## src/rtl/memory_access_controller_pkg.sv

```systemverilog
// Shared types and widths for the memory access controller and its command/response bus.
// Also holds the helper that classifies an operation as a write.
package memory_access_pkg;

    localparam int ADDR_WIDTH = 32;
    localparam int DATA_WIDTH = 32;

    typedef enum logic [1:0] {
        READ       = 2'd0,
        WRITE      = 2'd1,
        FILL       = 2'd2,
        READ_BURST = 2'd3
    } op_t;

    typedef enum logic {
        IDLE   = 1'b0,
        ACTIVE = 1'b1
    } state_t;

    function automatic logic is_write(input op_t op);
        return (op == WRITE) || (op == FILL);
    endfunction

endpackage

```

## src/rtl/memory_access_controller_if.sv

```systemverilog
// Command/response bus between the arithmetic engine (master) and the controller (slave).
interface memory_access_controller_if;
    import memory_access_pkg::*;

    logic                  cmd_valid;
    logic                  cmd_ready;
    op_t                   cmd_op;
    logic [ADDR_WIDTH-1:0] cmd_address;
    logic [31:0]           cmd_length;
    logic [DATA_WIDTH-1:0] cmd_data;
    logic                  resp_valid;
    logic [DATA_WIDTH-1:0] resp_data;
    logic [ADDR_WIDTH-1:0] resp_address;
    logic                  error;

    modport master (
        output cmd_valid, cmd_op, cmd_address, cmd_length, cmd_data,
        input  cmd_ready, resp_valid, resp_data, resp_address, error
    );

    modport slave (
        input  cmd_valid, cmd_op, cmd_address, cmd_length, cmd_data,
        output cmd_ready, resp_valid, resp_data, resp_address, error
    );
endinterface

```

## src/rtl/memory_access_controller.sv

```systemverilog
// Front end that turns single/burst read, write and fill commands into one memory access per cycle.
// Read data returns through a one-stage response pipe with no backpressure.
module memory_access_controller
    import memory_access_pkg::*;
#(
    parameter int unsigned SIZE = 800000
) (
    input  logic                          clock,
    input  logic                          reset_n,
    memory_access_controller_if.slave     bus,
    output logic [ADDR_WIDTH-1:0]         mem_address,
    output logic [DATA_WIDTH-1:0]         mem_write_input,
    output logic                          mem_write_enable,
    input  logic [DATA_WIDTH-1:0]         mem_read_output
);
    state_t                state_q, state_d;
    op_t                   op_q, op_d;
    logic [ADDR_WIDTH-1:0] addr_q, addr_d;
    logic [DATA_WIDTH-1:0] data_q, data_d;
    logic [31:0]           remain_q, remain_d;
    logic                  error_q, error_d;
    logic                  resp_valid_q;
    logic [ADDR_WIDTH-1:0] resp_addr_q;

    logic                  accept;
    logic                  bad_cmd;
    logic                  rd_issued;
    logic [31:0]           eff_len;
    logic [32:0]           end_addr;

    assign bus.cmd_ready = (state_q == IDLE) && reset_n;
    assign accept        = bus.cmd_valid && bus.cmd_ready;

    // Single-word ops ignore cmd_length; the range check runs at 33 bits so it cannot wrap.
    always_comb begin
        eff_len  = ((bus.cmd_op == READ) || (bus.cmd_op == WRITE)) ? 32'd1 : bus.cmd_length;
        end_addr = {1'b0, bus.cmd_address} + {1'b0, eff_len};
        bad_cmd  = (eff_len == 32'd0) || (end_addr > 33'(SIZE));
    end

    always_ff @(posedge clock or negedge reset_n) begin
        if (!reset_n) state_q <= IDLE;
        else          state_q <= state_d;
    end

    // NOTE: every signal gets a default first so no path through the block infers a latch.
    always_comb begin
        state_d  = state_q;
        op_d     = op_q;
        addr_d   = addr_q;
        data_d   = data_q;
        remain_d = remain_q;
        error_d  = 1'b0;
        case (state_q)
            IDLE: begin
                if (accept) begin
                    if (bad_cmd) begin
                        error_d = 1'b1;
                    end else begin
                        state_d  = ACTIVE;
                        op_d     = bus.cmd_op;
                        addr_d   = bus.cmd_address;
                        data_d   = bus.cmd_data;
                        remain_d = eff_len;
                    end
                end
            end
            ACTIVE: begin
                addr_d   = addr_q + 32'd1;
                remain_d = remain_q - 32'd1;
                if (remain_q == 32'd1) state_d = IDLE;
            end
            default: state_d = IDLE;
        endcase
    end

    // Idle drives address 0; the resulting read of word 0 is never reported.
    always_comb begin
        mem_address      = '0;
        mem_write_input  = '0;
        mem_write_enable = 1'b0;
        rd_issued        = 1'b0;
        if (state_q == ACTIVE) begin
            mem_address      = addr_q;
            mem_write_input  = data_q;
            mem_write_enable = is_write(op_q);
            rd_issued        = !is_write(op_q);
        end
    end

    // NOTE: sequential state uses <= so every register samples pre-edge values.
    always_ff @(posedge clock or negedge reset_n) begin
        if (!reset_n) begin
            op_q         <= READ;
            addr_q       <= '0;
            data_q       <= '0;
            remain_q     <= '0;
            error_q      <= 1'b0;
            resp_valid_q <= 1'b0;
            resp_addr_q  <= '0;
        end else begin
            op_q         <= op_d;
            addr_q       <= addr_d;
            data_q       <= data_d;
            remain_q     <= remain_d;
            error_q      <= error_d;
            resp_valid_q <= rd_issued;
            if (rd_issued) resp_addr_q <= addr_q;
        end
    end

    assign bus.resp_valid   = resp_valid_q;
    assign bus.resp_data    = mem_read_output;
    assign bus.resp_address = resp_addr_q;
    assign bus.error        = error_q;
endmodule

```

## src/flat_wrapper.sv

```systemverilog
// flat-port wrapper written by rule: the top's interface ports become plain ports
module memory_access_controller_flat import memory_access_pkg::*;
#(
    parameter int unsigned SIZE = 800000
)
  (clock, reset_n, mem_address, mem_write_input, mem_write_enable, mem_read_output, bus_cmd_valid, bus_cmd_op, bus_cmd_address, bus_cmd_length, bus_cmd_data, bus_cmd_ready, bus_resp_valid, bus_resp_data, bus_resp_address, bus_error);
  memory_access_controller_if bus_i ();
  input  logic clock;
  input  logic reset_n;
  output logic [ADDR_WIDTH-1:0] mem_address;
  output logic [DATA_WIDTH-1:0] mem_write_input;
  output logic mem_write_enable;
  input  logic [DATA_WIDTH-1:0] mem_read_output;
  input wire logic [$bits(bus_i.cmd_valid)-1:0] bus_cmd_valid;
  input wire logic [$bits(bus_i.cmd_op)-1:0] bus_cmd_op;
  input wire logic [$bits(bus_i.cmd_address)-1:0] bus_cmd_address;
  input wire logic [$bits(bus_i.cmd_length)-1:0] bus_cmd_length;
  input wire logic [$bits(bus_i.cmd_data)-1:0] bus_cmd_data;
  output wire logic [$bits(bus_i.cmd_ready)-1:0] bus_cmd_ready;
  output wire logic [$bits(bus_i.resp_valid)-1:0] bus_resp_valid;
  output wire logic [$bits(bus_i.resp_data)-1:0] bus_resp_data;
  output wire logic [$bits(bus_i.resp_address)-1:0] bus_resp_address;
  output wire logic [$bits(bus_i.error)-1:0] bus_error;
  assign bus_i.cmd_valid = bus_cmd_valid;
  assign bus_i.cmd_op = bus_cmd_op;
  assign bus_i.cmd_address = bus_cmd_address;
  assign bus_i.cmd_length = bus_cmd_length;
  assign bus_i.cmd_data = bus_cmd_data;
  assign bus_cmd_ready = bus_i.cmd_ready;
  assign bus_resp_valid = bus_i.resp_valid;
  assign bus_resp_data = bus_i.resp_data;
  assign bus_resp_address = bus_i.resp_address;
  assign bus_error = bus_i.error;
  memory_access_controller #(.SIZE(SIZE)) u_core (.clock(clock), .reset_n(reset_n), .bus(bus_i), .mem_address(mem_address), .mem_write_input(mem_write_input), .mem_write_enable(mem_write_enable), .mem_read_output(mem_read_output));
endmodule
```

## config.mk

```make
export PLATFORM = sky130hd
export DESIGN_NAME = memory_access_controller_flat
export DESIGN_NICKNAME = d
export VERILOG_FILES = /design/src/rtl/memory_access_controller_pkg.sv /design/src/rtl/memory_access_controller_if.sv /design/src/rtl/memory_access_controller.sv /design/src/flat_wrapper.sv
export SDC_FILE = /design/constraint.sdc
export NUM_CORES = 1
export LEC_CHECK = 0
export CORE_UTILIZATION = 40
export CTS_CLUSTER_DIAMETER = 30
export DETAILED_ROUTE_END_ITERATION = 6
export GPL_TIMING_DRIVEN = 0
export PLACE_DENSITY = 0.76
export SYNTH_ARGS = -nofsm -noshare
export SYNTH_HDL_FRONTEND = slang
export SYNTH_SLANG_ARGS = --single-unit
```

## constraint.sdc

```tcl
create_clock -name clock -period 6.5 [get_ports clock]
set_input_delay 1.3 -clock clock [delete_from_list [all_inputs] [get_ports clock]]
set_output_delay 1.3 -clock clock [all_outputs]
set_load 0.02 [all_outputs]
```

==> results of run 1 <==
==> registers in the layout, indices dropped and copies added (netlist names) <==
signal and flops:
u_core.bus.resp_valid 1, u_core.state_q 1, u_core.bus.resp_address 32, u_core.addr_q 32, u_core.remain_q 32, u_core.op_q 2
u_core.bus.error 1, u_core.data_q 32
==> cell type report <==
type	instances	share of cell area (%)
tap	335	2.956
clock inverter	15	1.429
sequential	133	23.47
inverter	22	0.5823
clock buffer	17	3.000
multi-input combinational	998	47.45
buffer	128	4.535
timing repair buffer	233	16.58
==> synthesized netlist by cell type (all sizes together) (5+ instances only) <==
library cell and instances:
buf 52, nand2b 7, a211oi 10, xor2 22, or2 6, nor3 26, or4 11, nand4 21
o211ai 12, nor4 15, mux2 34, a311oi 7, and2 100, a21o 6, dfrtp 133, o221ai 49
o21ai 33, o21a 9, inv 22, ha 35, a2111oi 5, nor2 61, nor2b 64, and3 12
a31o 8, nand2 191, clkbuf 76, or3 5, a31oi 10, o41ai 55, and4 9, a21oi 37
nand3 26, xnor2 46
==> critical path, delay by kind of cell <==
family                   cells  cell delay (ns)
AO/OA/AOI/OAI                6             2.08
adder cells (fa/ha/maj)      1             0.31
buffers and inverters        3             1.28
multiplexers                 1             0.31
AND/OR/NAND/NOR              3             1.32
==> worst paths after layout <==
check                                                         from                                      end  slack [ns]  depth (start not counted)
setup / recovery                                     bus_cmd_op[1]             u_core.data_q[6]$_DFFE_PN0P_        0.21                         14
hold / removal             u_core.bus.resp_address[10]$_DFFE_PN0P_  u_core.bus.resp_address[10]$_DFFE_PN0P_        0.47                          2
setup reg to reg                    u_core.remain_q[0]$_DFFE_PN0P_          u_core.remain_q[30]$_DFFE_PN0P_        3.33                         10
hold reg to reg            u_core.bus.resp_address[10]$_DFFE_PN0P_  u_core.bus.resp_address[10]$_DFFE_PN0P_        0.47                          2
max in group asynchronous                                  reset_n           u_core.remain_q[5]$_DFFE_PN0P_        4.86                          2
min in group asynchronous                                  reset_n             u_core.data_q[0]$_DFFE_PN0P_        0.86                          1
==> layer usage <==
layer	track usage [%]	part of all wire, %	vias up
li1	-	-	5163
met1	36.33	42	5310
met3	4.623	9.2	60
met2	44.16	46	569
met5	0	0	-
met4	9.143	2.5	0
==> kinds of logic after synthesis <==
kind of cell | Yosys count
compound gates | 289
simple gates | 568
xor+xnor | 68
fa+ha+maj | 36
buf+inv | 150
mux | 37
flops | 133
==> power breakdown <==
part / switching (mW) / internal [mW] / total (mW)
Clock: 0.396 / 0.645 / 1.04
Combinational: 0.306 / 0.204 / 0.510
Sequential: 0.0122 / 0.836 / 0.849
Total: 0.714 / 1.69 / 2.40
==> load_flow_metrics.sql, run 1 <==
INSERT INTO impl_metrics (metric_group, metric, value, unit) VALUES
('outcome', 'status', 'finished, violations left', ''),
('outcome', 'failed_checks', 'design-rule violations', ''),
('logic_synthesis', 'synth_xor_area_share', '5.528', '%'),
('cells_and_area', 'register_area', '3328', 'um2'),
('cells_and_area', 'final_cell_count_no_fill', '1881', ''),
('cells_and_area', 'filler_cell_count', '2392', ''),
('power_and_ir_drop', 'static-leakage-power', '5.413', 'nW'),
('detailed_routing', 'route.detailed.vias_per_inst', '5.902', ''),
('timing', 'worst_max_slew_margin_expressed_relative_to_the_limit', '41.11', '%'),
('floorplanning', 'design.portCount', '265', ''),
('timing', 'hold_violations', '0', ''),
('timing', 'fmax', '158.9', 'MHz'),
('cts', 'clk_pin_slew', '0.06', 'ns'),
('cts', 'cts-htree-levels', '4', ''),
('timing', 'timing.final.max_slew_violations', '0', ''),
('cts', 'clk_path_buf_depth', '2', ''),
('power_and_ir_drop', 'pwr_density_cell', '169.2', 'nW/um2'),
('logic_synthesis', 'synth_compound_gate_area_share', '20.71', '%'),
('placement', 'placed_cells', '1849', ''),
('setup_path', 'worst_ep_arrival_time', '6.61', 'ns'),
('timing', 'period_share', '96.81', '%'),
('cells_and_area', 'design_area', '14180', 'um2'),
('placement', 'dpl_cell_area', '13540', 'um2'),
('flow_run', 'max-cap-violations', '0', ''),
('cts', 'postCtsSetupRepairBufs', '0', ''),
('setup_path', 'timing.critical_path.from_type', 'input pin', ''),
('setup_path', 'slowest_cell_on_the_critical_path', 'a2111oi_4', ''),
('logic_synthesis', 'syn_avg_cell_area', '8.411', 'um2'),
('cells_and_area', 'final_cell_mix', '231 x clkdlybuf4s50_1, 191 x nand2_1, 133 x dfrtp_1', ''),
('detailed_routing', 'routed_wirelength', '38130', 'um'),
('floorplanning', 'core_area', '26210', 'um2'),
('worst_hold_path', 'worst_hold_path_type', 'flip-flop to flip-flop', ''),
('cts', 'hold_buffers', '0', ''),
('floorplanning', 'die_height', '166.1', 'um'),
('timing', 'setup_violations', '0', ''),
('floorplanning', 'floorplan.die_area', '27600', 'um2'),
('cts', 'post_cts_resized', '0', ''),
('timing', 'post_layout_minimum_cycle_time', '6.293', 'ns'),
('logic_synthesis', 'synth_top_family_by_area', 'simple AND/OR/NAND/NOR gates', ''),
('placement', 'dpl_worst_slack', '-0.2639', 'ns'),
('setup_path', 'worst-endpoint-required', '6.81', 'ns'),
('logic_synthesis', 'synth-simple-area-share', '27.36', '%'),
('power_and_ir_drop', 'total_power', '2.400', 'mW'),
('cells_and_area', 'final_common_cell', 'clkdlybuf4s50_1', ''),
('logic_synthesis', 'synth_flop_cell', 'dfrtp_1', ''),
('global_routing', 'vias_in_the_first_global_route', '10670', ''),
('global_routing', 'grt_antenna_before_repair', '0', ''),
('timing', 'rsz0062_at_grt', 'false', ''),
('logic_synthesis', 'synth.top_cell.area_share', '30.89', '%'),
('timing', 'postLayoutSetupSlackWorst', '0.2073', 'ns'),
('global_routing', 'grt_overflow_total', '0', ''),
('cells_and_area', 'multiInputGateArea', '6729', 'um2'),
('detailed_routing', 'drt_drc', '29', ''),
('cts', 'numClockSinks', '133', ''),
('cts', 'tritoncts_clock_tree', 'built', ''),
('logic_synthesis', 'seq_area_frac_synth', '30.89', '%'),
('detailed_routing', 'detailroute.via_count', '11100', ''),
('logic_synthesis', 'fraction_of_synthesis_flops_using_an_asynchronous_set_or_reset_pin', '100.0', '%'),
('placement', 'finalWeightedCongestion', '1.023', ''),
('cells_and_area', 'finish.net_count', '1702', ''),
('timing', 'max_slew.worst_pin.slew', '0.8742', 'ns'),
('placement', 'portBuffers', '232', ''),
('placement', 'dpl.hpwl', '29980', 'um'),
('cells_and_area', 'area_growth', '31.62', '%'),
('cells_and_area', 'final_core_utilization', '54.11', '%'),
('detailed_routing', 'drt_iter0_markers', '1055', ''),
('logic_synthesis', 'synth_largest_area_cell', 'dfrtp_1', ''),
('cells_and_area', 'drive_gt1_share', '8.603', '%'),
('cts', 'clk-insertion-delay-late', '0.43', 'ns'),
('cells_and_area', 'n_antenna_cell', '0', ''),
('setup_path', 'critical-path-max-stage-delay', '0.70', 'ns');
No activity file was read; power rests on OpenSTA's default activity.
==> run 2: changes to the inputs <==
--- a/config.mk
+++ b/config.mk
@@ -5,6 +5,7 @@
 export SDC_FILE = /design/constraint.sdc
 export NUM_CORES = 1
 export LEC_CHECK = 0
+export CORE_MARGIN = 2
 export CORE_UTILIZATION = 40
 export CTS_CLUSTER_DIAMETER = 30
 export DETAILED_ROUTE_END_ITERATION = 6
==> constraint.sdc (replaced) <==
create_clock -name clock -period 6.65 [get_ports clock]
set_input_delay 1.33 -clock clock [delete_from_list [all_inputs] [get_ports clock]]
set_output_delay 1.33 -clock clock [all_outputs]
set_load 0.1 [all_outputs]
==> run 2 against run 1 <==
Net effect:
- the run now ends clean
- cell area about the same
- via count up 1.8%
- hold slack better by 0.0016 ns
- setup slack better by 0.12 ns
- register-to-register slack better by 0.08 ns
- final cell count up 0.48%
- clock power down 6%
- global-route usage up 0.11 points
- wire length up 2.9%
- critical path type unchanged
- largest cell class unchanged
- highest routed layer unchanged
==> load_flow_metrics.sql, run 2 (same netlist as run 1, synthesis figures left out) <==
INSERT INTO impl_metrics (metric_group, metric, value, unit) VALUES
('power_and_ir_drop', 'total_power', '2.380', 'mW'),
('outcome', 'status', 'complete, no violations', ''),
('detailed_routing', 'drt_iter0_markers', '1194', ''),
('placement', 'dpl.hpwl', '30560', 'um'),
('timing', 'setup_violations', '0', ''),
('power_and_ir_drop', 'power_frac_clock', '40.9', '%'),
('detailed_routing', 'routed-wl-met2', '17970', 'um'),
('global_routing', 'grt_max_degree', '96', ''),
('cells_and_area', 'area_growth', '31.68', '%'),
('cts', 'clk_pin_slew', '0.06', 'ns'),
('cts', 'cts-htree-levels', '4', ''),
('global_routing', 'grt_usage', '27.22', '%'),
('setup_path', 'worst_ep_arrival_time', '6.59', 'ns'),
('detailed_routing', 'routed_wire_length_per_instance', '20.76', 'um'),
('power_and_ir_drop', 'seq_power_share', '34.8', '%'),
('flow_run', 'max-cap-violations', '0', ''),
('cells_and_area', 'drive_gt1_share', '8.786', '%'),
('global_routing', 'grt_antenna_before_repair', '1', ''),
('setup_path', 'timing.critical_path.from_type', 'input pin', ''),
('global_routing', 'grt_overflow_total', '0', ''),
('cells_and_area', 'final_cell_mix', '231 x clkdlybuf4s50_1, 191 x nand2_1, 133 x dfrtp_1', ''),
('power_and_ir_drop', 'p_switching', '0.7890', 'mW'),
('placement', 'finalWeightedCongestion', '0.9948', ''),
('timing', 'fmax', '158.2', 'MHz'),
('timing', 'hold_violations', '0', ''),
('global_routing', 'grt_pass1_wl', '60210', 'um'),
('power_and_ir_drop', 'pwr_density_cell', '167.7', 'nW/um2'),
('cts', 'clk-insertion-delay-late', '0.43', 'ns'),
('cells_and_area', 'final_common_cell', 'clkdlybuf4s50_1', ''),
('setup_path', 'crit_fanout', '10', ''),
('setup_path', 'crit_start', 'bus_cmd_op[1]', ''),
('detailed_routing', 'met1Wirelength', '16740', 'um'),
('timing', 'period_share', '95.06', '%'),
('floorplanning', 'floorplan.die_area', '28260', 'um2'),
('cts', 'numCtsBuffers', '17', ''),
('setup_path', 'rrSetupSlack', '3.41', 'ns'),
('setup_path', 'worst-endpoint-required', '6.92', 'ns'),
('power_and_ir_drop', 'p_int', '1.591', 'mW'),
('detailed_routing', 'dr.pass1.iters', '6', ''),
('cts', 'tritoncts_clock_tree', 'built', ''),
('floorplanning', 'initial_core_util', '40.31', '%'),
('detailed_routing', 'detailroute.wirelength.met3', '3662', 'um'),
('timing', 'rsz0062_at_grt', 'false', ''),
('detailed_routing', 'detailroute.via_count', '11310', ''),
('placement', 'portBuffers', '232', ''),
('power_and_ir_drop', 'static-leakage-power', '5.411', 'nW'),
('setup_path', 'cp-end-kind', 'flip-flop', ''),
('detailed_routing', 'routed_wirelength', '39230', 'um'),
('timing', 'final.hold.worst_slack', '0.4747', 'ns'),
('cells_and_area', 'finish.net_count', '1704', ''),
('cts', 'hold_buffers', '0', ''),
('global_routing', 'vias_in_the_first_global_route', '10760', ''),
('floorplanning', 'dieWidth', '168.1', 'um'),
('timing', 'max_slew.worst_pin.slew', '1.010', 'ns'),
('timing', 'fin_setup_tns', '0', 'ns'),
('detailed_routing', 'top_layer_used', 'met4', ''),
('worst_hold_path', 'hold_path_startpoint', 'u_core.bus.resp_address[4]$_DFFE_PN0P_', ''),
('cts', 'numClockSinks', '133', ''),
('timing', 'post_layout_minimum_cycle_time', '6.322', 'ns'),
('detailed_routing', 'route.detailed.vias_per_inst', '5.981', ''),
('power_and_ir_drop', 'power.share.switching', '33.15', '%'),
('floorplanning', 'die_height', '168.1', 'um'),
('power_and_ir_drop', 'comb_power_share', '24.3', '%'),
('timing', 'worst_max_slew_margin_expressed_relative_to_the_limit', '32.46', '%'),
('cts', 'cts_root_buffer', 'clkbuf_16', ''),
('setup_path', 'timing.rr.start', 'u_core.remain_q[11]$_DFFE_PN0P_', ''),
('worst_hold_path', 'worst_hold_path_type', 'flip-flop to flip-flop', ''),
('timing', 'timing.final.max_slew_violations', '0', ''),
('power_and_ir_drop', 'ir_worst_vdd', '0.0001749', 'V'),
('timing', 'finClkSkew', '0.009052', 'ns'),
('detailed_routing', 'antenna_viol_nets_final', '0', ''),
('cells_and_area', 'final_core_utilization', '53.09', '%'),
('floorplanning', 'design.portCount', '265', ''),
('floorplanning', 'row_count', '60', ''),
('floorplanning', 'core_area', '26730', 'um2'),
('cts', 'clk_path_buf_depth', '2', ''),
('detailed_routing', 'drt_drc', '0', ''),
('setup_path', 'critical_path_class', 'input pin to flip-flop', '');
-- run 2: worst paths after layout --
kind / to / cells after the start
min in group asynchronous: u_core.data_q[8]$_DFFE_PN0P_ / 1
setup reg to reg: u_core.remain_q[30]$_DFFE_PN0P_ / 9
setup / recovery: u_core.addr_q[31]$_DFFE_PN0P_ / 16
hold / removal: u_core.bus.resp_address[4]$_DFFE_PN0P_ / 2
max in group asynchronous: u_core.addr_q[24]$_DFFE_PN0P_ / 2
hold reg to reg: u_core.bus.resp_address[4]$_DFFE_PN0P_ / 2
-- run 2: per-stage QoR --
stage / cells / worst slack, ns / cell area [um2]
detailed placement: 1855 / -0.2004 / 13550
global placement: 1854 / -2.702 / 13520
global route: 1889 / 0.001250 / 14180
floorplan: 1281 / 1.595 / 10770
CTS: 1887 / 0.2548 / 14160
finish: 1890 / 0.3284 / 14190
-- run 2: worst max-delay path: stages --
cell,delay [ns]
clkdlybuf4s50_1,0.58
clkbuf_1,0.44
and2_1,0.36
ha_1,0.28
clkbuf_1,0.24
a21o_1,0.24
a21boi_1,0.33
nor2_1,0.06
or4_1,0.50
a2111oi_0,0.36
nand4b_1,0.16
or4b_1,0.48
buf_2,0.23
clkbuf_1,0.29
o41ai_1,0.48
o221ai_1,0.21
-- run 2: cell type report --
cell class | count | area [um2]
Sequential cell | 133 | 3328
Clock inverter | 14 | 165.2
Clock buffer | 18 | 439.2
Timing Repair Buffer | 235 | 2366
Multi-Input combinational cell | 998 | 6734
Antenna cell | 1 | 2.502
Buffer | 128 | 643.1
Fill cell | 2530 | 12540
Tap cell | 341 | 426.7
Inverter | 22 | 82.58
-- run 2: metal layers --
layer,track usage (%),vias to the layer above
met4,7.909,0
met3,5.007,65
met1,37.07,5430
met5,0,-
met2,44.32,635
li1,-,5175
-- run 2: what timing repair did --
| item | 4_1_cts | 5_1_grt |
|---|---|---|
| resized for setup | 0 | 2 |
| endpoints found under the setup margin | 0 | 72 |
| buffers inserted | 0 | 2 |
-- run 2: power by group through the flow --
| stage | registers, mW | clock network (mW) | logic, mW |
|---|---|---|---|
| finish | 0.829 | 0.974 | 0.577 |
| global route | 0.830 | 1.01 | 0.613 |
| CTS | 0.828 | 0.983 | 0.564 |
| detailed placement | 0.842 | 0 | 0.562 |
| global placement | 0.843 | 0 | 0.553 |
| floorplan | 0.846 | 0 | 0.351 |
